`src/rtl/demorgan_pkg.sv`:
```
// ---------------------------------------------------------------------------
// demorgan_pkg
// Shared definitions for the De Morgan gate checker:
//   - bit positions of the eight gate-block outputs inside dut_out
//   - state encoding of the sequencer FSM
//   - number of input vectors walked per run
//   - helper that turns the settle parameter into a legal counter load
// ---------------------------------------------------------------------------
package demorgan_pkg;

   // Bit positions of each gate output inside the 8-bit dut_out bus
   localparam int NA_B     = 0;
   localparam int NB_B     = 1;
   localparam int NANDNB_B = 2;
   localparam int AANDB_B  = 3;
   localparam int NAANDB_B = 4;
   localparam int NAORNB_B = 5;
   localparam int AORB_B   = 6;
   localparam int NAORB_B  = 7;

   // Every {A,B} combination is exercised once per run
   localparam int NUM_VECTORS = 4;

   typedef enum logic [2:0] {
      IDLE    = 3'd0,
      DRIVE   = 3'd1,
      SETTLE  = 3'd2,
      SAMPLE  = 3'd3,
      DONE_ST = 3'd4
   } state_t;

   // A settle time of zero behaves like one cycle; anything above the
   // 4-bit counter range is clamped to its maximum.
   function automatic logic [3:0] settle_load(input int cycles);
      if (cycles < 1) begin
         return 4'd1;
      end else if (cycles > 15) begin
         return 4'd15;
      end else begin
         return 4'(cycles);
      end
   endfunction

endpackage

```
`src/rtl/demorgan_golden.sv`:
```
// ---------------------------------------------------------------------------
// demorgan_golden
// Purely combinational reference model of the De Morgan gate block.
// Ports:
//   a, b      : block inputs
//   expected  : golden value of the eight block outputs, bit order as in
//               demorgan_pkg (nA, nB, nAandnB, AandB, nAandB, nAornB,
//               AorB, nAorB from bit 0 upward)
// ---------------------------------------------------------------------------
module demorgan_golden
   import demorgan_pkg::*;
(
   input  logic       a,
   input  logic       b,
   output logic [7:0] expected
);

   // Reference truth table written with the textbook expressions so that
   // both forms of each De Morgan identity appear independently.
   always_comb begin
      expected           = '0;
      expected[NA_B]     = ~a;
      expected[NB_B]     = ~b;
      expected[NANDNB_B] = ~a & ~b;
      expected[AANDB_B]  = a & b;
      expected[NAANDB_B] = ~(a & b);
      expected[NAORNB_B] = ~a | ~b;
      expected[AORB_B]   = a | b;
      expected[NAORB_B]  = ~(a | b);
   end

endmodule

```
`src/rtl/demorgan_sequencer.sv`:
```
// ---------------------------------------------------------------------------
// demorgan_sequencer
// Clocked stimulus/check stage around the combinational De Morgan gate
// block. Walks {A,B} through 00,01,10,11, waits SETTLE_CYCLES after each
// drive, samples the block outputs, compares them to the golden table and
// checks both De Morgan identities. Results are sticky until the next start.
// Ports:
//   clk        : system clock, rising edge
//   rst_n      : synchronous active-low reset
//   start      : begin a run (honoured only in IDLE or DONE_ST)
//   dut_out    : the block's eight outputs
//   a, b       : stimulus driven to the block
//   busy       : run in progress (DRIVE of vector 0 .. SAMPLE of vector 3)
//   done       : one-cycle pulse at the end of a run
//   pass       : last completed run had no mismatches and no identity error
//   vec_fail   : per-vector mismatch flags, bit i for {A,B}=i
//   bit_fail   : per-output sticky mismatch flags
//   ident_fail : [0] nAandnB!=nAorB seen, [1] nAornB!=nAandB seen
//   err_count  : number of failing vectors (0..4)
// ---------------------------------------------------------------------------
module demorgan_sequencer
   import demorgan_pkg::*;
#(
   parameter int SETTLE_CYCLES = 1
)
(
   input  logic       clk,
   input  logic       rst_n,
   input  logic       start,
   input  logic [7:0] dut_out,
   output logic       a,
   output logic       b,
   output logic       busy,
   output logic       done,
   output logic       pass,
   output logic [3:0] vec_fail,
   output logic [7:0] bit_fail,
   output logic [1:0] ident_fail,
   output logic [2:0] err_count
);

   localparam logic [3:0] SETTLE_LOAD = settle_load(SETTLE_CYCLES);
   localparam logic [1:0] LAST_IDX    = 2'(NUM_VECTORS - 1);

   state_t     state;
   state_t     state_next;
   logic [1:0] idx;
   logic [1:0] idx_next;
   logic [3:0] cnt;
   logic [3:0] cnt_next;
   logic       a_next;
   logic       b_next;
   logic       done_next;
   logic       pass_next;
   logic [3:0] vec_fail_next;
   logic [7:0] bit_fail_next;
   logic [1:0] ident_fail_next;
   logic [2:0] err_count_next;

   logic [7:0] golden;
   logic [7:0] mism;
   logic [1:0] ident_mism;

   demorgan_golden u_golden (
      .a        (a),
      .b        (b),
      .expected (golden)
   );

   // Case inequality so that an X or Z on the block output is reported as
   // a mismatch instead of silently comparing equal.
   always_comb begin
      mism = '0;
      for (int i = 0; i < 8; i++) begin
         mism[i] = (dut_out[i] !== golden[i]);
      end
      ident_mism    = '0;
      ident_mism[0] = (dut_out[NANDNB_B] !== dut_out[NAORB_B]);
      ident_mism[1] = (dut_out[NAORNB_B] !== dut_out[NAANDB_B]);
   end

   // busy is decoded from the state so it covers exactly the active states
   assign busy = (state == DRIVE) || (state == SETTLE) || (state == SAMPLE);

   // State and result registers; reset aborts any run without a done pulse
   always_ff @(posedge clk) begin
      if (!rst_n) begin
         state      <= IDLE;
         idx        <= '0;
         cnt        <= '0;
         a          <= 1'b0;
         b          <= 1'b0;
         done       <= 1'b0;
         pass       <= 1'b0;
         vec_fail   <= '0;
         bit_fail   <= '0;
         ident_fail <= '0;
         err_count  <= '0;
      end else begin
         state      <= state_next;
         idx        <= idx_next;
         cnt        <= cnt_next;
         a          <= a_next;
         b          <= b_next;
         done       <= done_next;
         pass       <= pass_next;
         vec_fail   <= vec_fail_next;
         bit_fail   <= bit_fail_next;
         ident_fail <= ident_fail_next;
         err_count  <= err_count_next;
      end
   end

   // Next-state and result logic. Everything holds by default; done is the
   // only field that falls back to zero so it pulses for a single cycle.
   always_comb begin
      state_next      = state;
      idx_next        = idx;
      cnt_next        = cnt;
      a_next          = a;
      b_next          = b;
      done_next       = 1'b0;
      pass_next       = pass;
      vec_fail_next   = vec_fail;
      bit_fail_next   = bit_fail;
      ident_fail_next = ident_fail;
      err_count_next  = err_count;

      case (state)
         IDLE, DONE_ST: begin
            if (start) begin
               vec_fail_next   = '0;
               bit_fail_next   = '0;
               ident_fail_next = '0;
               err_count_next  = '0;
               pass_next       = 1'b0;
               idx_next        = '0;
               state_next      = DRIVE;
            end
         end

         DRIVE: begin
            a_next     = idx[1];
            b_next     = idx[0];
            cnt_next   = SETTLE_LOAD;
            state_next = SETTLE;
         end

         // The counter is loaded with N and the last settle cycle is the
         // one that sees it at 1, giving exactly N cycles here.
         SETTLE: begin
            cnt_next = cnt - 4'd1;
            if (cnt <= 4'd1) begin
               state_next = SAMPLE;
            end
         end

         // pass is formed from the updated counts so the last vector's
         // result is included in the verdict.
         SAMPLE: begin
            bit_fail_next   = bit_fail | mism;
            ident_fail_next = ident_fail | ident_mism;
            if (mism != 8'h00) begin
               vec_fail_next[idx] = 1'b1;
               err_count_next     = err_count + 3'd1;
            end
            if (idx == LAST_IDX) begin
               done_next  = 1'b1;
               pass_next  = (err_count_next == 3'd0) && (ident_fail_next == 2'b00);
               state_next = DONE_ST;
            end else begin
               idx_next   = idx + 2'd1;
               state_next = DRIVE;
            end
         end

         default: begin
            state_next = IDLE;
         end
      endcase
   end

endmodule
```
`config.mk`:
```
export PLATFORM = sky130hd
export DESIGN_NAME = demorgan_sequencer
export DESIGN_NICKNAME = d
export VERILOG_FILES = /design/src/rtl/demorgan_pkg.sv /design/src/rtl/demorgan_golden.sv /design/src/rtl/demorgan_sequencer.sv
export SDC_FILE = /design/constraint.sdc
export NUM_CORES = 1
export LEC_CHECK = 0
export ABC_CLOCK_PERIOD_IN_PS = 3000
export CORE_MARGIN = 2
export CORE_UTILIZATION = 55
export DETAILED_ROUTE_END_ITERATION = 6
export PLACE_DENSITY = 0.87
export SYNTH_ARGS = -nofsm -noshare
export SYNTH_HDL_FRONTEND = slang
export SYNTH_SLANG_ARGS = --single-unit
```
`constraint.sdc`:
```
create_clock -name clk -period 3 [get_ports clk]
set_clock_uncertainty 0.2 [all_clocks]
set_input_delay 0.6 -clock clk [delete_from_list [all_inputs] [get_ports clk]]
set_output_delay 0.6 -clock clk [all_outputs]
set_load 0.01 [all_outputs]
```
==> flow_metrics.py, run 1 <==
metrics = {
    "timing": {
        "worstMarginPinSlew_ns": 0.6568,
        "hold_viol": 0,
        "rsz0062_at_grt": "false",
        "fmaxAchievable_ghz": 0.3961,
        "setup_violations": 0,
        "finalCritPeriodShare": 0.8415,
        "maxSlewHeadroom": 0.5611,
        "fin_tns_setup_ns": 0,
        "slew_violations": 0,
        "post-route-min-period_ns": 2.524,
    },
    "cts": {
        "cts_buffer_depth": 2,
        "cts_resized": 0,
        "cts_buffers": 5,
        "clk_root_buffer_cell": "clkbuf_4",
        "path_clk_slew_ns": 0.10,
        "cts_tree": "yes",
        "clk_latency_ns": 0.34,
        "postCtsHoldBufs": 0,
        "clock-sinks": 30,
        "cts_setup_buffers": 0,
        "htreeDepth": 2,
    },
    "yosys": {
        "syn-cell-area_um2": 1649,
        "ys_ff_latch": 30,
        "ys_types": 49,
        "syn_inst": 193,
        "ys_warn_count": 0,
        "synthFlopType": "dfxtp_1",
        "async_flop_share": 0,
        "yosys.area.top_type_share": 0.3642,
        "yosysSeqAreaShare": 0.3642,
        "synth_edf_count": 0,
        "synth_nets": 211,
        "yosysMostFrequentCell": "dfxtp_1",
        "synth_area_per_cell_um2": 8.544,
        "yosys-top-cells-area": "dfxtp_1 36%, ha_1 5.3%, nor2b_1 4.9%, a22oi_1 4.1%, xnor2_1 3.7%",
        "synth_top_cell_by_area": "dfxtp_1",
        "post_synth_most_frequent_cells": "30 x dfxtp_1, 16 x nand2_1, 16 x nor2_1",
    },
    "detailed_routing": {
        "num_vias": 1482,
        "wirelength_um": 3782,
        "wl_per_cell_um": 14.77,
        "drc": 1,
        "routed_via_density": 5.789,
        "ant_nets": 0,
        "first_pass_iters": 6,
        "drtIter0Drc": 68,
    },
    "setup_path": {
        "r2r_cells": 6,
        "required_ns": 2.20,
        "path_cells": "nor2_1 -> nor2_1 -> clkdlybuf4s50_1",
        "cp.buffers_inverters": 1,
        "crit_path_end_kind": "output port",
        "criticalPathCategory": "reg2out",
        "startpoint_type": "flop",
        "critPathMaxStageDelay_ns": 0.60,
        "critPathMostFrequentCell": "nor2_1",
        "path_depth": 3,
        "crit_family": "flip-flops",
        "cp_max_fo": 13,
        "critPathSlowestCell": "dfxtp_1",
        "arrival_ns": 1.72,
    },
    "run_status": {
        "violations": "DRC",
        "outcome": "finished with violations",
    },
    "global_routing": {
        "grt_pass1_vias": 1373,
        "grtUsageTotal": 0.2386,
        "grt-ovfl-total": 0,
        "antenna_found_initial": 0,
        "grt_max_degree": 21,
        "grt_pass1_wl_um": 6230,
    },
    "place": {
        "place_congestion": 0.8067,
        "placed_area_um2": 1974,
        "dpl.hpwl_um": 2659,
        "portBuffers": 32,
        "dp.cells": 248,
    },
    "power": {
        "peakVddDrop_mv": 0.5121,
        "p_int_mw": 0.8399,
        "p_leak_nw": 0.7927,
        "p_clk_frac": 0.244,
        "swShare": 0.3624,
        "seqPwrFrac": 0.411,
        "power_density_nw_per_um2": 641.9,
        "combPwrFrac": 0.345,
        "switchingPower_mw": 0.4773,
    },
    "final_layout": {
        "fin_area_um2": 2052,
        "diodes": 0,
        "fin_cells": 256,
        "fin_nets": 242,
        "drive_above_1_share": 0.08000,
        "area_growth_pct": 24.43,
    },
    "min_path": {
        "min_path_type": "reg2reg",
        "worstHoldPathCells": 2,
    },
    "die": {
        "core-area_um2": 2805,
        "io_pins": 33,
        "die_w_um": 58.76,
        "row_count": 19,
        "die_h_um": 58.76,
        "die_area_um2": 3452,
        "start_util": 0.5879,
    },
    "run": {
        "max_cap_viol_count": 0,
    },
}
[through the flow]
stage	setup slack (ns)	hold WS, ns	total power [mW]	util
after global placement	0.3509	0.2693	0.9739	0.7038
after CTS	0.4783	0.2881	1.321	0.7315
after global routing	0.3176	0.3260	1.409	0.7315
after floorplan	0.9676	0.2805	0.8644	-
final	0.4756	0.2970	1.317	0.7315
after detailed placement	0.3033	0.2743	0.9992	0.7038
[power groups by stage]
stage | combinational (mW) | sequential (mW) | clock, mW
3_5_place_dp | 0.450 | 0.549 | 0
2_1_floorplan | 0.357 | 0.508 | 0
4_1_cts | 0.453 | 0.539 | 0.328
3_3_place_gp | 0.432 | 0.542 | 0
6_report | 0.454 | 0.542 | 0.321
5_1_grt | 0.509 | 0.555 | 0.345
[cell type report]
cell class / count / area, um2
clock buffers: 5 / 37.54
clock inverters: 3 / 40.04
fillers: 228 / 753.2
inverters: 12 / 45.04
multi-input cells: 141 / 954.7
flip-flops and latches: 30 / 600.6
well taps: 31 / 38.79
repair buffers: 34 / 335.3
[worst reg2reg max path: stages, from the launching register on]
cell	delay [ns]
dfxtp_1	0.59
xnor2_1	0.17
o32ai_1	0.33
o22ai_2	0.21
o21ai_2	0.30
nor2_1	0.09
o211a_1	0.22
[path summary, 6_finish.rpt]
check / startpoint / endpoint / slack (ns)
worst min register to register: pass$_SDFFE_PN0P_ / pass$_SDFFE_PN0P_ / 0.30
worst min-delay path: pass$_SDFFE_PN0P_ / pass$_SDFFE_PN0P_ / 0.30
worst max-delay path: state[1]$_SDFFE_PN0P_ / busy / 0.48
worst max register to register: b$_SDFFE_PN0P_ / vec_fail[3]$_SDFFE_PN0P_ / 0.78
[registers in the layout, indices dropped and copies added, names as in the netlist]
signal	flops
done	1
vec_fail	4
cnt	4
bit_fail	8
ident_fail	2
state	3
idx	2
b	1
a	1
err_count	3
pass	1
[cell families after synthesis]
group / share of synthesized area
AND/OR/NAND/NOR: 0.2344
AO/OA/AOI/OAI: 0.2147
flip-flops: 0.3642
buffers and inverters: 0.05690
XOR/XNOR: 0.05842
adder cells (fa/ha/maj): 0.05311
multiplexers: 0.01821
[per-layer routing]
layer  wire (um)  vias to the layer above  track usage
met5           0                        -            0
met4          61                        0      0.08766
met3         191                        6      0.06813
met2        1836                       43       0.3984
met1        1692                      697       0.2912
li1            -                      736            -
[layout by cell type, fill, tap and decap left out, types with 4 or more instances in the layout]
cell / synthesis / layout
clkdlybuf4s50_1: 0 / 32
dfxtp_1: 30 / 30
nor2_1: 16 / 16
nand2_1: 16 / 16
nor2b_1: 13 / 13
inv_1: 10 / 10
a22oi_1: 9 / 9
xnor2_1: 7 / 7
ha_1: 7 / 7
o21ai_1: 5 / 5
a21oi_1: 5 / 5
clkbuf_4: 0 / 5
and3_1: 4 / 4
xor2_1: 4 / 4
o211a_1: 4 / 4
a21boi_1: 4 / 4
(Power assumes the default switching activity.)
==> run 2, diff against run 1 <==
--- a/config.mk
+++ b/config.mk
@@ -5,11 +5,11 @@
 export SDC_FILE = /design/constraint.sdc
 export NUM_CORES = 1
 export LEC_CHECK = 0
-export ABC_CLOCK_PERIOD_IN_PS = 3000
+export ABC_CLOCK_PERIOD_IN_PS = 2300
 export CORE_MARGIN = 2
-export CORE_UTILIZATION = 55
+export CORE_UTILIZATION = 46
 export DETAILED_ROUTE_END_ITERATION = 6
-export PLACE_DENSITY = 0.87
+export PLACE_DENSITY = 0.78
 export SYNTH_ARGS = -nofsm -noshare
 export SYNTH_HDL_FRONTEND = slang
 export SYNTH_SLANG_ARGS = --single-unit
==> constraint.sdc (replaced) <==
create_clock -name clk -period 2.3 [get_ports clk]
set_clock_uncertainty 0.2 [all_clocks]
set_input_delay 0.46 -clock clk [delete_from_list [all_inputs] [get_ports clk]]
set_output_delay 0.46 -clock clk [all_outputs]
set_load 0.01 [all_outputs]
==> run 2 against run 1 <==
Compared with the run above:
- sequential power is 25% higher
- power increased by 25%
- clock power down 9.3%
- combinational power increased by 51%
- die area rose by 18%
- utilization decreased by 9.4 points
- the flow now finishes without violations
- worst hold slack better by 0.0074 ns
- register-to-register slack worse by 0.60 ns
- first-iteration DRC count up 21%
- clock-buffer cell count increased by 2
==> flow_metrics.py, run 2 (synthesis results as in run 1) <==
metrics = {
    "setup_path": {
        "rrSetupSlack_ns": 0.18,
        "crit_path_end_kind": "output port",
        "r2r_start": "b$_SDFFE_PN0P_",
        "crit_family": "buffers and inverters",
        "startpoint_type": "flop",
        "path_cells": "clkdlybuf4s50_1",
        "cp.buffers_inverters": 1,
        "required_ns": 1.64,
        "cp_max_fo": 12,
        "r2r_cells": 6,
        "arrival_ns": 1.51,
        "critPathSlowestCell": "clkdlybuf4s50_1",
        "critPathMaxStageDelay_ns": 0.61,
        "reg2reg_to": "vec_fail[2]$_SDFFE_PN0P_",
        "criticalPathCategory": "reg2out",
    },
    "detailed_routing": {
        "first_pass_iters": 4,
        "ant_nets": 0,
        "drtIter0Drc": 82,
        "num_vias": 1505,
        "drc": 0,
        "wirelength_um": 3558,
        "wl_per_cell_um": 12.44,
        "routed_via_density": 5.262,
    },
    "final_layout": {
        "fin_nets": 258,
        "fin_cells": 286,
        "drive_above_1_share": 0.1333,
        "n_fill_cell": 309,
        "largest-register": "bit_fail",
        "final_cell_mix": "32 x clkdlybuf4s50_1, 29 x dfxtp_1, 18 x buf_4, 16 x nor2_1, 16 x nand2_1",
        "seqCellArea_um2": 601.8,
        "multi_input_area_um2": 954.7,
        "final_common_cell": "clkdlybuf4s50_1",
        "area_growth_pct": 30.96,
        "post-route-util": 0.6371,
        "diodes": 0,
        "reg.largest.list": "bit_fail (8), cnt (4), vec_fail (4)",
        "fin_area_um2": 2160,
        "largest_reg_flops": 8,
    },
    "min_path": {
        "whs_endpoint": "pass$_SDFFE_PN0P_",
        "min_path_type": "reg2reg",
        "hold_path_startpoint": "pass$_SDFFE_PN0P_",
        "worstHoldPathCells": 2,
    },
    "timing": {
        "maxSlewHeadroom": 0.7246,
        "worst_hold_slack_ns": 0.3044,
        "setup_violations": 0,
        "rsz0062_at_grt": "false",
        "post-route-min-period_ns": 2.169,
        "fmaxAchievable_ghz": 0.4611,
        "fin_tns_setup_ns": 0,
        "worstMarginPinSlew_ns": 0.4100,
        "hold_viol": 0,
        "finalCritPeriodShare": 0.9429,
        "slew_violations": 0,
    },
    "die": {
        "row_count": 21,
        "io_pins": 33,
        "die_w_um": 63.88,
        "start_util": 0.4865,
        "die_area_um2": 4080,
        "core-area_um2": 3390,
        "die_h_um": 63.88,
    },
    "cts": {
        "cts_tree": "yes",
        "cts_setup_buffers": 0,
        "cts_buffers": 5,
        "clk_latency_ns": 0.34,
        "htreeDepth": 2,
        "cts_buffer_depth": 2,
        "clk_root_buffer_cell": "clkbuf_4",
        "cts_resized": 0,
        "path_clk_slew_ns": 0.09,
        "postCtsHoldBufs": 0,
        "clock-sinks": 30,
    },
    "place": {
        "dp.cells": 279,
        "dpl.hpwl_um": 2628,
        "place_congestion": 0.8049,
        "placed_area_um2": 2113,
        "portBuffers": 32,
    },
    "global_routing": {
        "grt-ovfl-total": 0,
        "use_met2": 0.2630,
        "grtUsageMet3": 0.05986,
        "grt_max_degree": 16,
        "grt_pass1_vias": 1320,
        "grt_pass1_wl_um": 6016,
        "grtUsageTotal": 0.1913,
        "met1_usage": 0.2623,
        "grt.busiest_layer": "met2",
        "antenna_found_initial": 0,
    },
    "run": {
        "max_cap_viol_count": 0,
    },
    "power": {
        "peakVddDrop_mv": 0.4609,
        "p_leak_nw": 0.8507,
        "power_density_nw_per_um2": 765.2,
    },
    "run_status": {
        "outcome": "complete, no violations",
    },
}
==> run 2: cell count changes in the layout (fill, tap and decap cells not counted) <==
cell	delta
clkbuf_1	+2
bufinv_16	-1
clkinv_2	-2
dfxtp_2	+1
dfxtp_1	-1
buf_4	+16
==> run 2: worst max path at each step <==
stage / from / endpoint / slack (ns) / cells past startpoint
detailed placement: dut_out[3] / err_count[0]$_SDFFE_PN0P_ / -0.17 / 7
finish: b$_SDFFE_PN0P_ / b / 0.13 / 1
global placement: dut_out[3] / err_count[0]$_SDFFE_PN0P_ / -0.14 / 7
global route: state[1]$_SDFFE_PN0P_ / busy / 0.01 / 3
CTS: state[1]$_SDFFE_PN0P_ / busy / 0.03 / 3
floorplan: b$_SDFFE_PN0P_ / vec_fail[0]$_SDFFE_PN0P_ / 0.36 / 7
==> run 2: through the flow <==
| step | worst slack (ns) | power, mW |
|---|---|---|
| finish | 0.1314 | 1.653 |
| global route | 0.01027 | 1.786 |
| CTS | 0.02747 | 1.662 |
| detailed placement | -0.1746 | 1.368 |
| global placement | -0.1432 | 1.347 |
| floorplan | 0.3615 | 1.128 |
==> run 2: where the power goes <==
part           internal, mW  switching, mW
clock network         0.115          0.176
logic                 0.339          0.348
registers             0.591         0.0838
total                  1.04          0.608
==> run 2: worst register-to-register path: cells and delay by family, from the launching register on <==
kind / cells / cell delay [ns]
and+or+nand+nor: 2 / 0.48
AOI/OAI and AO/OA: 4 / 0.78
DFF: 1 / 0.56
==> run 2: layout make-up <==
type	count	area share
inverter	12	0.02086
tap	46	0.02665
clock buffer	7	0.02086
timing repair buffer	50	0.2109
sequential	30	0.2787
multi-input combinational	141	0.4421
==> run 2: layer usage <==
metal	up-vias	share of wire
met4	0	0.022
li1	772	-
met5	-	0
met2	30	0.44
met1	695	0.50
met3	8	0.045
==> run 3, diff against run 2 <==
--- a/config.mk
+++ b/config.mk
@@ -8,8 +8,9 @@
 export ABC_CLOCK_PERIOD_IN_PS = 2300
 export CORE_MARGIN = 2
 export CORE_UTILIZATION = 46
+export CTS_BUF_LIST = sky130_fd_sc_hd__clkbuf_16
 export DETAILED_ROUTE_END_ITERATION = 6
-export PLACE_DENSITY = 0.78
+export PLACE_DENSITY_LB_ADDON = 0.08
 export SYNTH_ARGS = -nofsm -noshare
 export SYNTH_HDL_FRONTEND = slang
 export SYNTH_SLANG_ARGS = --single-unit
==> run 3 against run 2 <==
Compared with the run above:
- first-iteration DRC count decreased by 1.2%
- wire length rose by 8.7%
- via count rose by 2.1%
- setup slack worse by 0.13 ns
- final cell count is the same
- non-clock buffer count shrank 1
- utilization is 3.0 points higher
- fmax down 5.7%
- die area unchanged
- sequential power shrank 0.6%
- sequential cell count unchanged
- largest cell class unchanged
- largest power group unchanged
==> flow_metrics.py, run 3 (synthesis results as in run 1) <==
metrics = {
    "setup_path": {
        "arrival_ns": 2.26,
        "crit_path_end_kind": "flop",
        "criticalPathCategory": "in2reg",
        "required_ns": 2.26,
        "rrSetupSlack_ns": 0.09,
        "cp_max_fo": 6,
        "path_cells": "clkdlybuf4s50_1 -> nor2b_2 -> a32o_1 -> o22ai_2 -> o211ai_1 -> and3_1 -> o21a_1",
        "startpoint_type": "input pin",
        "crit_family": "compound AO/OA/AOI/OAI gates",
        "critPathMaxStageDelay_ns": 0.54,
        "r2r_start": "b$_SDFFE_PN0P_",
        "critPathSlowestCell": "clkdlybuf4s50_1",
        "r2r_cells": 6,
        "cp.buffers_inverters": 1,
        "reg2reg_to": "err_count[2]$_SDFFE_PN0P_",
    },
    "timing": {
        "fmaxAchievable_ghz": 0.4350,
        "post-route-min-period_ns": 2.299,
        "finalCritPeriodShare": 0.9995,
        "fin_tns_setup_ns": 0,
        "maxSlewHeadroom": 0.7176,
        "hold_viol": 0,
        "setup_violations": 0,
        "slew_violations": 0,
        "worstMarginPinSlew_ns": 0.4235,
        "rsz0062_at_grt": "true",
    },
    "global_routing": {
        "use_met2": 0.3529,
        "grt_max_degree": 17,
        "grtUsageTotal": 0.2015,
        "antenna_found_initial": 0,
        "grt_pass1_wl_um": 6458,
        "grt_pass1_vias": 1461,
        "met1_usage": 0.2363,
        "grt.busiest_layer": "met2",
        "grt-ovfl-total": 0,
        "grtUsageMet3": 0.05986,
    },
    "power": {
        "p_leak_nw": 0.8891,
        "finalPower_mw": 1.973,
        "peakVddDrop_mv": 0.5568,
        "power_density_nw_per_um2": 872.8,
    },
    "die": {
        "row_count": 21,
        "die_area_um2": 4080,
        "io_pins": 33,
        "core-area_um2": 3390,
        "start_util": 0.4865,
        "die_w_um": 63.88,
        "die_h_um": 63.88,
    },
    "detailed_routing": {
        "wl_per_cell_um": 13.52,
        "wirelength_um": 3866,
        "drtIter0Drc": 81,
        "routed_via_density": 5.371,
        "drc": 0,
        "num_vias": 1536,
        "first_pass_iters": 4,
        "ant_nets": 0,
    },
    "final_layout": {
        "final_common_cell": "clkdlybuf4s50_1",
        "final_cell_mix": "32 x clkdlybuf4s50_1, 30 x dfxtp_1, 17 x buf_4, 16 x nor2_1, 16 x nand2_1",
        "reg.largest.list": "bit_fail (8), cnt (4), vec_fail (4)",
        "largest_reg_flops": 8,
        "fin_cells": 286,
        "post-route-util": 0.6670,
        "drive_above_1_share": 0.1375,
        "fin_nets": 257,
        "n_fill_cell": 272,
        "largest-register": "bit_fail",
        "diodes": 0,
        "area_growth_pct": 37.10,
    },
    "cts": {
        "clock-sinks": 30,
        "cts_tree": "yes",
        "htreeDepth": 2,
        "clk_root_buffer_cell": "clkbuf_16",
        "path_clk_slew_ns": 0.05,
        "clk_latency_ns": 0.27,
        "cts_buffer_depth": 2,
        "cts_setup_buffers": 0,
        "cts_buffers": 5,
    },
    "place": {
        "portBuffers": 32,
        "place_congestion": 0.7616,
        "dpl.hpwl_um": 2895,
        "dp.cells": 278,
    },
    "min_path": {
        "whs_endpoint": "vec_fail[0]$_SDFFE_PN0P_",
        "worstHoldPathCells": 1,
        "hold_path_startpoint": "vec_fail[0]$_SDFFE_PN0P_",
        "min_path_type": "reg2reg",
    },
    "run_status": {
        "outcome": "complete, no violations",
    },
    "run": {
        "max_cap_viol_count": 0,
    },
}
==> run 3: cell count changes in the layout (fill, tap and decap cells not counted), sizes merged <==
cell | before | now
clkinv | 1 | 3
buf | 18 | 17
clkinvlp | 0 | 1
clkbuf | 7 | 5
==> run 3: worst max-delay path by stage <==
stage                        start                   endpoint  slack, ns  cells past startpoint
floorplan           b$_SDFFE_PN0P_   vec_fail[0]$_SDFFE_PN0P_       0.36                      7
global placement        dut_out[1]   vec_fail[0]$_SDFFE_PN0P_      -0.17                      7
detailed placement      dut_out[4]          pass$_SDFFE_PN0P_      -0.20                      7
CTS                     dut_out[1]   vec_fail[1]$_SDFFE_PN0P_       0.08                      7
global route            dut_out[3]          pass$_SDFFE_PN0P_      -0.05                      7
finish                  dut_out[3]  err_count[2]$_SDFFE_PN0P_      0.001                      7
==> run 3: cell type report <==
class | count | area [um2] | area share
multi-input combinational | 141 | 968.4 | 0.4283
timing repair buffer | 49 | 447.9 | 0.1981
sequential | 30 | 600.6 | 0.2656
tap | 46 | 57.56 | 0.02546
inverter | 12 | 45.04 | 0.01992
clock inverter | 3 | 16.27 | 0.007194
clock buffer | 5 | 125.1 | 0.05534
==> run 3: routing by layer <==
metal | up-vias | share of wire
met1 | 717 | 0.46
met5 | - | 0
li1 | 770 | -
met2 | 44 | 0.48
met3 | 5 | 0.052
met4 | 0 | 0.0075
==> run 3: where the power goes <==
part / internal [mW] / leakage [nW] / total [mW] / switching (mW)
sequential: 0.591 / 0.243 / 0.671 / 0.0798
combinational: 0.331 / 0.579 / 0.692 / 0.361
clock: 0.393 / 0.0672 / 0.611 / 0.217
==> run 3: timing repair <==
action	in CTS	in global routing
resized for setup	0	2
endpoints found under the setup margin	0	7
hold buffers	0	0
==> run 3: stage by stage <==
step | hold WS [ns] | setup slack, ns | cell area, um2
finish | 0.2942 | 0.001068 | 2261
global placement | 0.2839 | -0.1660 | 2106
floorplan | 0.2805 | 0.3615 | 1649
global route | 0.3201 | -0.04934 | 2261
detailed placement | 0.2893 | -0.1996 | 2106
CTS | 0.3020 | 0.07949 | 2247
